<file path="src/rtl/preparo_pkg.sv">
// Shared definitions for the brew sequencer.
// - Display codes, which double as the FSM state encoding.
// - Sensor-check status codes.
// - Display helper function.
package preparo_pkg;

  localparam logic [3:0] COD_OCIOSO     = 4'b0000;
  localparam logic [3:0] COD_AGUARDA    = 4'b0001;
  localparam logic [3:0] COD_AQUECENDO  = 4'b0010;
  localparam logic [3:0] COD_BOMBEANDO  = 4'b0011;
  localparam logic [3:0] COD_GOTEJANDO  = 4'b0100;
  localparam logic [3:0] COD_CONCLUIDO  = 4'b1000;
  localparam logic [3:0] COD_ABORTADO   = 4'b1001;
  localparam logic [3:0] COD_BLOQUEADO  = 4'b1111;

  // The state encoding is the display code, so the display is a plain copy.
  typedef enum logic [3:0] {
    OCIOSO           = COD_OCIOSO,
    AGUARDA_SENSORES = COD_AGUARDA,
    AQUECENDO        = COD_AQUECENDO,
    BOMBEANDO        = COD_BOMBEANDO,
    GOTEJANDO        = COD_GOTEJANDO,
    CONCLUIDO        = COD_CONCLUIDO,
    ABORTADO         = COD_ABORTADO,
    BLOQUEADO        = COD_BLOQUEADO
  } estado_t;

  localparam logic [1:0] ST_ANALISE      = 2'b00;
  localparam logic [1:0] ST_ERRO         = 2'b01;
  localparam logic [1:0] ST_OK           = 2'b10;
  localparam logic [1:0] ST_FALHA_SENSOR = 2'b11;

  function automatic logic [3:0] codigo_display(estado_t e);
    return 4'(e);
  endfunction

endpackage

</file>
<file path="src/rtl/controle_preparo_if.sv">
// Handshake/bus bundle between the brew sequencer and its user/sensor side.
// - master: drives the start button, drink type and sensor status; observes outputs.
// - slave:  the sequencer itself.
interface controle_preparo_if;
  logic       INICIAR;
  logic       TIPO;
  logic [1:0] STATUS_SENSORES;
  logic       AQUECEDOR;
  logic       BOMBA;
  logic       VALVULA;
  logic       OCUPADO;
  logic       PRONTO;
  logic       FALHA;
  logic [3:0] CODIGO_DISPLAY;

  modport master (
    output INICIAR, TIPO, STATUS_SENSORES,
    input  AQUECEDOR, BOMBA, VALVULA, OCUPADO, PRONTO, FALHA, CODIGO_DISPLAY
  );

  modport slave (
    input  INICIAR, TIPO, STATUS_SENSORES,
    output AQUECEDOR, BOMBA, VALVULA, OCUPADO, PRONTO, FALHA, CODIGO_DISPLAY
  );
endinterface

</file>
<file path="src/rtl/contador_fase.sv">
// Phase counter: CW-bit up-counter with synchronous clear and a terminal-count
// flag against a runtime limit (limit = phase length - 1).
// Ports:
// - clk_i, rst_ni : clock, async active-low reset
// - clr_i         : synchronous clear (counter loads 0 on the next edge)
// - lim_i         : terminal value
// - fim_o         : high while the counter equals lim_i
module contador_fase #(
  parameter int unsigned CW = 8
) (
  input  logic          clk_i,
  input  logic          rst_ni,
  input  logic          clr_i,
  input  logic [CW-1:0] lim_i,
  output logic          fim_o
);

  logic [CW-1:0] cnt_q, cnt_d;

  always_comb cnt_d = clr_i ? '0 : cnt_q + CW'(1);

  always_ff @(posedge clk_i or negedge rst_ni) begin
    if (!rst_ni) cnt_q <= '0;
    else         cnt_q <= cnt_d;
  end

  assign fim_o = (cnt_q == lim_i);

endmodule

</file>
<file path="src/rtl/controle_preparo.sv">
// Brew sequencer: on a start edge waits for the sensor machine to report OK,
// then runs heat -> pump -> drip, pulses PRONTO and returns to idle. A sensor
// fault while busy locks the machine until reset.
// Ports:
// - CLK, RST_N : clock, async active-low reset
// - bus        : controle_preparo_if.slave (start, type, status in; actuators,
//                busy, done, fault, display out)
module controle_preparo
  import preparo_pkg::*;
#(
  parameter int unsigned CW            = 8,
  parameter int unsigned T_ESPERA      = 32,
  parameter int unsigned T_AQUECE      = 8,
  parameter int unsigned T_BOMBA_CURTO = 6,
  parameter int unsigned T_BOMBA_LONGO = 12,
  parameter int unsigned T_GOTEJO      = 4
) (
  input  logic                CLK,
  input  logic                RST_N,
  controle_preparo_if.slave   bus
);

  localparam logic [CW-1:0] LIM_ESPERA = CW'(T_ESPERA - 1);
  localparam logic [CW-1:0] LIM_AQUECE = CW'(T_AQUECE - 1);
  localparam logic [CW-1:0] LIM_CURTO  = CW'(T_BOMBA_CURTO - 1);
  localparam logic [CW-1:0] LIM_LONGO  = CW'(T_BOMBA_LONGO - 1);
  localparam logic [CW-1:0] LIM_GOTEJO = CW'(T_GOTEJO - 1);

  estado_t       estado_q, estado_d;
  logic          ini_prev_q;
  logic          tipo_q, tipo_d;
  logic          partida, ativo, fim, clr;
  logic [CW-1:0] lim;

  // Previous button level resets to 1 so a button held through reset never starts.
  assign partida = bus.INICIAR & ~ini_prev_q;
  assign ativo   = (estado_q == AGUARDA_SENSORES) || (estado_q == AQUECENDO) ||
                   (estado_q == BOMBEANDO) || (estado_q == GOTEJANDO);

  // Counter restarts on every state change and is held at 0 in untimed states.
  assign clr = (estado_d != estado_q) || !ativo;

  always_comb begin
    lim = '0;
    case (estado_q)
      AGUARDA_SENSORES: lim = LIM_ESPERA;
      AQUECENDO:        lim = LIM_AQUECE;
      BOMBEANDO:        lim = tipo_q ? LIM_LONGO : LIM_CURTO;
      GOTEJANDO:        lim = LIM_GOTEJO;
      default:          lim = '0;
    endcase
  end

  contador_fase #(.CW(CW)) u_contador (
    .clk_i  (CLK),
    .rst_ni (RST_N),
    .clr_i  (clr),
    .lim_i  (lim),
    .fim_o  (fim)
  );

  always_ff @(posedge CLK or negedge RST_N) begin
    if (!RST_N) begin
      estado_q   <= OCIOSO;
      ini_prev_q <= 1'b1;
      tipo_q     <= 1'b0;
    end else begin
      estado_q   <= estado_d;
      ini_prev_q <= bus.INICIAR;
      tipo_q     <= tipo_d;
    end
  end

  // Sensor fault is tested first in every busy state so it wins over phase end.
  always_comb begin
    estado_d = estado_q;
    tipo_d   = tipo_q;
    case (estado_q)
      OCIOSO: if (partida) begin
        estado_d = AGUARDA_SENSORES;
        tipo_d   = bus.TIPO;
      end
      AGUARDA_SENSORES: begin
        if      (bus.STATUS_SENSORES == ST_FALHA_SENSOR) estado_d = BLOQUEADO;
        else if (bus.STATUS_SENSORES == ST_OK)           estado_d = AQUECENDO;
        else if (fim)                                    estado_d = ABORTADO;
      end
      AQUECENDO: begin
        if      (bus.STATUS_SENSORES == ST_FALHA_SENSOR) estado_d = BLOQUEADO;
        else if (fim)                                    estado_d = BOMBEANDO;
      end
      BOMBEANDO: begin
        if      (bus.STATUS_SENSORES == ST_FALHA_SENSOR) estado_d = BLOQUEADO;
        else if (fim)                                    estado_d = GOTEJANDO;
      end
      GOTEJANDO: begin
        if      (bus.STATUS_SENSORES == ST_FALHA_SENSOR) estado_d = BLOQUEADO;
        else if (fim)                                    estado_d = CONCLUIDO;
      end
      CONCLUIDO: estado_d = OCIOSO;
      ABORTADO:  estado_d = OCIOSO;
      BLOQUEADO: estado_d = BLOQUEADO;
      default:   estado_d = OCIOSO;
    endcase
  end

  // Moore outputs, decoded from the registered state only.
  always_comb begin
    bus.AQUECEDOR      = (estado_q == AQUECENDO) || (estado_q == BOMBEANDO);
    bus.BOMBA          = (estado_q == BOMBEANDO);
    bus.VALVULA        = (estado_q == BOMBEANDO) || (estado_q == GOTEJANDO);
    bus.OCUPADO        = ativo;
    bus.PRONTO         = (estado_q == CONCLUIDO);
    bus.FALHA          = (estado_q == BLOQUEADO);
    bus.CODIGO_DISPLAY = codigo_display(estado_q);
  end

endmodule

</file>
<file path="src/flat_wrapper.sv">
// flat-port wrapper written by rule: the top's interface ports become plain ports
module controle_preparo_flat import preparo_pkg::*;
#(
  parameter int unsigned CW            = 8,
  parameter int unsigned T_ESPERA      = 32,
  parameter int unsigned T_AQUECE      = 8,
  parameter int unsigned T_BOMBA_CURTO = 6,
  parameter int unsigned T_BOMBA_LONGO = 12,
  parameter int unsigned T_GOTEJO      = 4
)
  (CLK, RST_N, bus_INICIAR, bus_TIPO, bus_STATUS_SENSORES, bus_AQUECEDOR, bus_BOMBA, bus_VALVULA, bus_OCUPADO, bus_PRONTO, bus_FALHA, bus_CODIGO_DISPLAY);
  controle_preparo_if bus_i ();
  input  logic CLK;
  input  logic RST_N;
  input wire logic [$bits(bus_i.INICIAR)-1:0] bus_INICIAR;
  input wire logic [$bits(bus_i.TIPO)-1:0] bus_TIPO;
  input wire logic [$bits(bus_i.STATUS_SENSORES)-1:0] bus_STATUS_SENSORES;
  output wire logic [$bits(bus_i.AQUECEDOR)-1:0] bus_AQUECEDOR;
  output wire logic [$bits(bus_i.BOMBA)-1:0] bus_BOMBA;
  output wire logic [$bits(bus_i.VALVULA)-1:0] bus_VALVULA;
  output wire logic [$bits(bus_i.OCUPADO)-1:0] bus_OCUPADO;
  output wire logic [$bits(bus_i.PRONTO)-1:0] bus_PRONTO;
  output wire logic [$bits(bus_i.FALHA)-1:0] bus_FALHA;
  output wire logic [$bits(bus_i.CODIGO_DISPLAY)-1:0] bus_CODIGO_DISPLAY;
  assign bus_i.INICIAR = bus_INICIAR;
  assign bus_i.TIPO = bus_TIPO;
  assign bus_i.STATUS_SENSORES = bus_STATUS_SENSORES;
  assign bus_AQUECEDOR = bus_i.AQUECEDOR;
  assign bus_BOMBA = bus_i.BOMBA;
  assign bus_VALVULA = bus_i.VALVULA;
  assign bus_OCUPADO = bus_i.OCUPADO;
  assign bus_PRONTO = bus_i.PRONTO;
  assign bus_FALHA = bus_i.FALHA;
  assign bus_CODIGO_DISPLAY = bus_i.CODIGO_DISPLAY;
  controle_preparo #(.CW(CW), .T_ESPERA(T_ESPERA), .T_AQUECE(T_AQUECE), .T_BOMBA_CURTO(T_BOMBA_CURTO), .T_BOMBA_LONGO(T_BOMBA_LONGO), .T_GOTEJO(T_GOTEJO)) u_core (.CLK(CLK), .RST_N(RST_N), .bus(bus_i));
endmodule
</file>
<file path="config.mk">
export PLATFORM = sky130hd
export DESIGN_NAME = controle_preparo_flat
export DESIGN_NICKNAME = d
export VERILOG_FILES = /design/src/rtl/preparo_pkg.sv /design/src/rtl/controle_preparo_if.sv /design/src/rtl/contador_fase.sv /design/src/rtl/controle_preparo.sv /design/src/flat_wrapper.sv
export SDC_FILE = /design/constraint.sdc
export NUM_CORES = 1
export LEC_CHECK = 0
export CAP_MARGIN = 15
export CORE_UTILIZATION = 30
export DETAILED_ROUTE_END_ITERATION = 6
export RECOVER_POWER = 100
export SLEW_MARGIN = 20
export SYNTH_ARGS = -nofsm -noshare
export SYNTH_HDL_FRONTEND = slang
export SYNTH_SLANG_ARGS = --single-unit
export TNS_END_PERCENT = 30
</file>
<file path="constraint.sdc">
create_clock -name CLK -period 3.2 [get_ports CLK]
set_clock_uncertainty 0.15 [all_clocks]
set_input_delay 0.48 -clock CLK [delete_from_list [all_inputs] [get_ports CLK]]
set_output_delay 0.48 -clock CLK [all_outputs]
set_load 0.05 [all_outputs]
</file>
==> impl_metrics.csv <==
group,metric,value,unit
outcome,result_of_the_run,"finished clean",
floorplan,die_width,62.69,µm
global_routing,grt.total_usage,13.86,%
global_routing,grt_pass1_wl,4305,µm
logic_synthesis,synthArstFlopShare,100.0,%
final_layout,commonest_non_fill_non_tap_cell_in_the_layout,"sky130_fd_sc_hd__dfrtp_1",
cts,path_clk_slew,0.06,ns
cts,cts.sink_count,14,
worst_setup_path,crit_path_end,"u_core.u_contador.cnt_q[1]",
logic_synthesis,synthCells,121,
power,power_per_cell_area,1133,nW/µm²
floorplan,core-area,3442,µm²
logic_synthesis,avgSynthCellArea,9.131,µm²
logic_synthesis,yosys_register_bits,14,
drt,drtAntennaViolNets,0,
floorplan,rows,21,
worst_setup_path,startpoint_kind_of_the_worst_setup_timing_path,"flip-flop",
sta,final.setup.tns,0,ns
drt,drt_pass1_iterations,4,
sta,max_clock_freq,330.7,MHz
final_layout,post_route_cells_drive_above_1_share,13.33,%
placed_design,hpwl,1857,µm
sta,fin_ws,0.1760,ns
cts,tritoncts,"done",
worst_setup_path,cp_cell_instances,"or2_0, nor3_1, xnor2_1, o2111ai_2, or3_4, a21oi_4, mux2_1",
job,max_cap_viols,0,
worst_setup_path,timing.critical_path.required,3.18,ns
power,static-leakage-power,0.0005572,µW
cts,cts.hold.buffers_added,0,
worst_setup_path,worst-r2r-cell-count,7,
sta,final_setup_violating_endpoints,0,
placed_design,routabilityCongestion,0.8057,
cts,maximum_clock_path_buffer_count,2,
floorplan,die_area,3929,µm²
logic_synthesis,synth_ff_type,"sky130_fd_sc_hd__dfrtp_1",
worst_setup_path,critical_path_class,"reg -> reg",
global_routing,maximum_number_of_pins_on_one_net_before_global_route_repair,21,
logic_synthesis,syn-cell-area,1105,µm²
worst_setup_path,cpPeakStageDelay,0.54,ns
cts,cts-buffers-inserted,3,
placed_design,place_worst_setup_slack,0.3240,ns
logic_synthesis,syn_nets,128,
floorplan,die_h,62.69,µm
worst_setup_path,arrival_time_of_the_worst_setup_path,3.00,ns
drt,drt_wl_total,2603,µm
worst_setup_path,cp-end-kind,"flip-flop",
cts,cts-resized-gates,0,
global_routing,number_of_global_route_vias_before_repair,889,
drt,routed-via-count,943,
final_layout,mostFrequentLayoutCells,"sky130_fd_sc_hd__dfrtp_1, sky130_fd_sc_hd__dlygate4sd3_1, sky130_fd_sc_hd__nand2_1",
worst_setup_path,startpoint,"u_core.bus.CODIGO_DISPLAY[3]",
power,peakVddDrop,0.6202,mV
logic_synthesis,yosys_warnings,0,
placed_design,port_buffers,15,
sta,worst_slew_pin_slew,0.6816,ns
floorplan,start_util,32.10,%
sta,report.final.hold_viol_count,0,
final_layout,insertedDiodeCount,0,
global_routing,grt_antenna_before_repair,0,
worst_setup_path,cpMaxStageDelayCell,"sky130_fd_sc_hd__dfrtp_1",
global_routing,grt_remaining_overflow,0,
sta,rsz0062_at_grt,"no",
worst_setup_path,crit-reg2reg-launch,"u_core.bus.CODIGO_DISPLAY[3]",
drt,vias_per_cell,5.210,
worst_setup_path,worst-path-max-fanout,14,
worst_setup_path,r2r_slack,0.18,ns
worst_setup_path,timing.rr.end,"u_core.u_contador.cnt_q[1]",
sta,fin_crit_sh,94.50,%
logic_synthesis,yosysSeqAreaShare,31.82,%
final_layout,final_nets,143,
logic_synthesis,synth-edff-count,0,
cts,htree_num_levels,1,
cts,cts_setup_buffers,0,
final_layout,areaGrowthSynthToFinish,20.95,%
floorplan,io_pins,16,
logic_synthesis,number_of_distinct_standard_cells_referenced_by_the_synthesized_netlist,48,
worst_setup_path,timing.critical_path.max_delay_family,"simple AND/OR/NAND/NOR gates",
drt,drc_errors,0,
drt,wl_per_cell,14.38,µm
cts,clock_latency,0.24,ns
worst_setup_path,crit_buf_inv,0,
hold_path,hp-class,"reg -> reg",
drt,drt-initial-drc-count,63,
cts,cts.root.buffer_cell,"sky130_fd_sc_hd__clkbuf_8",
worst_setup_path,cp.depth,7,
sta,timing.final.crit_period,3.024,ns
sta,number_of_pins_with_negative_max_slew_slack_in_the_final_report,0,
sta,max-slew-margin-rel,54.41,%
==> registers in the layout, indices dropped and copies added (netlist names) <==
register / flops
u_core.u_contador.cnt_q: 8
u_core.bus.CODIGO_DISPLAY: 4
u_core.ini_prev_q: 1
u_core.tipo_q: 1
==> final cells by class <==
| cell class | count | area [µm²] |
|---|---|---|
| Inverter | 5 | 18.77 |
| Sequential cell | 14 | 351.6 |
| Timing Repair Buffer | 19 | 180.2 |
| Clock buffer | 4 | 55.05 |
| Tap cell | 46 | 57.56 |
| Fill cell | 346 | 2106 |
| Multi-Input combinational cell | 93 | 673.1 |
==> worst register-to-register path: cells and delay by family, from the launching register on <==
family                    cells  cell delay (ns)
and+or+nand+nor               3             1.21
muxes                         1             0.36
xor gates and xnor gates      1             0.17
DFF                           1             0.54
AOI/OAI and AO/OA             2             0.48
==> cells in the mapped netlist (2+ instances only) <==
library cell / number / area share [%]
sky130_fd_sc_hd__a21oi_1: 3 / 1.4
sky130_fd_sc_hd__nand2_1: 9 / 3.1
sky130_fd_sc_hd__nand3b_1: 2 / 1.4
sky130_fd_sc_hd__nor2_1: 8 / 2.7
sky130_fd_sc_hd__clkbuf_1: 4 / 1.4
sky130_fd_sc_hd__or3_1: 2 / 1.1
sky130_fd_sc_hd__a211oi_1: 5 / 3.4
sky130_fd_sc_hd__xnor2_1: 5 / 4.0
sky130_fd_sc_hd__buf_2: 2 / 0.91
sky130_fd_sc_hd__inv_1: 5 / 1.7
sky130_fd_sc_hd__nor3b_1: 3 / 2.0
sky130_fd_sc_hd__and3_1: 3 / 1.7
sky130_fd_sc_hd__mux2i_1: 3 / 2.7
sky130_fd_sc_hd__nor4b_1: 2 / 1.6
sky130_fd_sc_hd__dfrtp_1: 13 / 29
sky130_fd_sc_hd__o21ai_0: 7 / 3.2
sky130_fd_sc_hd__xor2_1: 5 / 4.0
sky130_fd_sc_hd__nor2b_1: 3 / 1.7
sky130_fd_sc_hd__buf_6: 2 / 2.0
sky130_fd_sc_hd__nand3_1: 6 / 2.7
sky130_fd_sc_hd__mux2_4: 2 / 2.7
==> kinds of logic (layout without fill, tap and decap cells) <==
group / Yosys count / in the layout / share of synthesized area, %
and+or+nand+nor: 49 / 49 / 27.41
AOI/OAI and AO/OA: 27 / 27 / 18.58
DFF: 14 / 14 / 31.82
buffers and inverters: 14 / 28 / 6.682
xor gates and xnor gates: 10 / 10 / 7.927
muxes: 6 / 6 / 6.455
adders and majority gates: 1 / 1 / 1.132
==> report_power, final <==
group / internal, µW / switching, µW / leakage, µW
Clock: 109 / 63.4 / 0.0000288
Combinational: 372 / 654 / 0.000344
Sequential: 219 / 96.9 / 0.000185
==> stage by stage <==
| stage | std cells | hold slack [ns] | area (µm²) | total power [µW] | util, % |
|---|---|---|---|---|---|
| 3_5_place_dp | 177 | 0.3981 | 1294 | 1372 | 37.59 |
| 5_1_grt | 181 | 0.4372 | 1336 | 1612 | 38.82 |
| 6_report | 181 | 0.4100 | 1336 | 1515 | 38.82 |
| 2_1_floorplan | 121 | 0.03441 | 1111 | 1126 | - |
| 3_3_place_gp | 177 | 0.3976 | 1294 | 1353 | 37.59 |
| 4_1_cts | 181 | 0.4148 | 1349 | 1553 | 39.19 |
==> worst min-delay path by stage <==
stage                              from                      endpoint  slack (ns)  cells after the start
after global routing      u_core.tipo_q                 u_core.tipo_q        0.44                      1
final                     u_core.tipo_q                 u_core.tipo_q        0.41                      1
after floorplan                   RST_N  u_core.bus.CODIGO_DISPLAY[0]        0.03                      0
after CTS                 u_core.tipo_q                 u_core.tipo_q        0.41                      1
after detailed placement  u_core.tipo_q                 u_core.tipo_q        0.40                      1
after global placement    u_core.tipo_q                 u_core.tipo_q        0.40                      1
==> metal layers <==
metal	track usage, %	vias to the layer above	share of wire (%)
met2	20.52	19	46
li1	-	461	-
met1	19.21	457	48
met3	1.460	6	3.0
met5	0	-	0
met4	8.430	0	2.6
No activity file was read; power rests on OpenSTA's default activity.
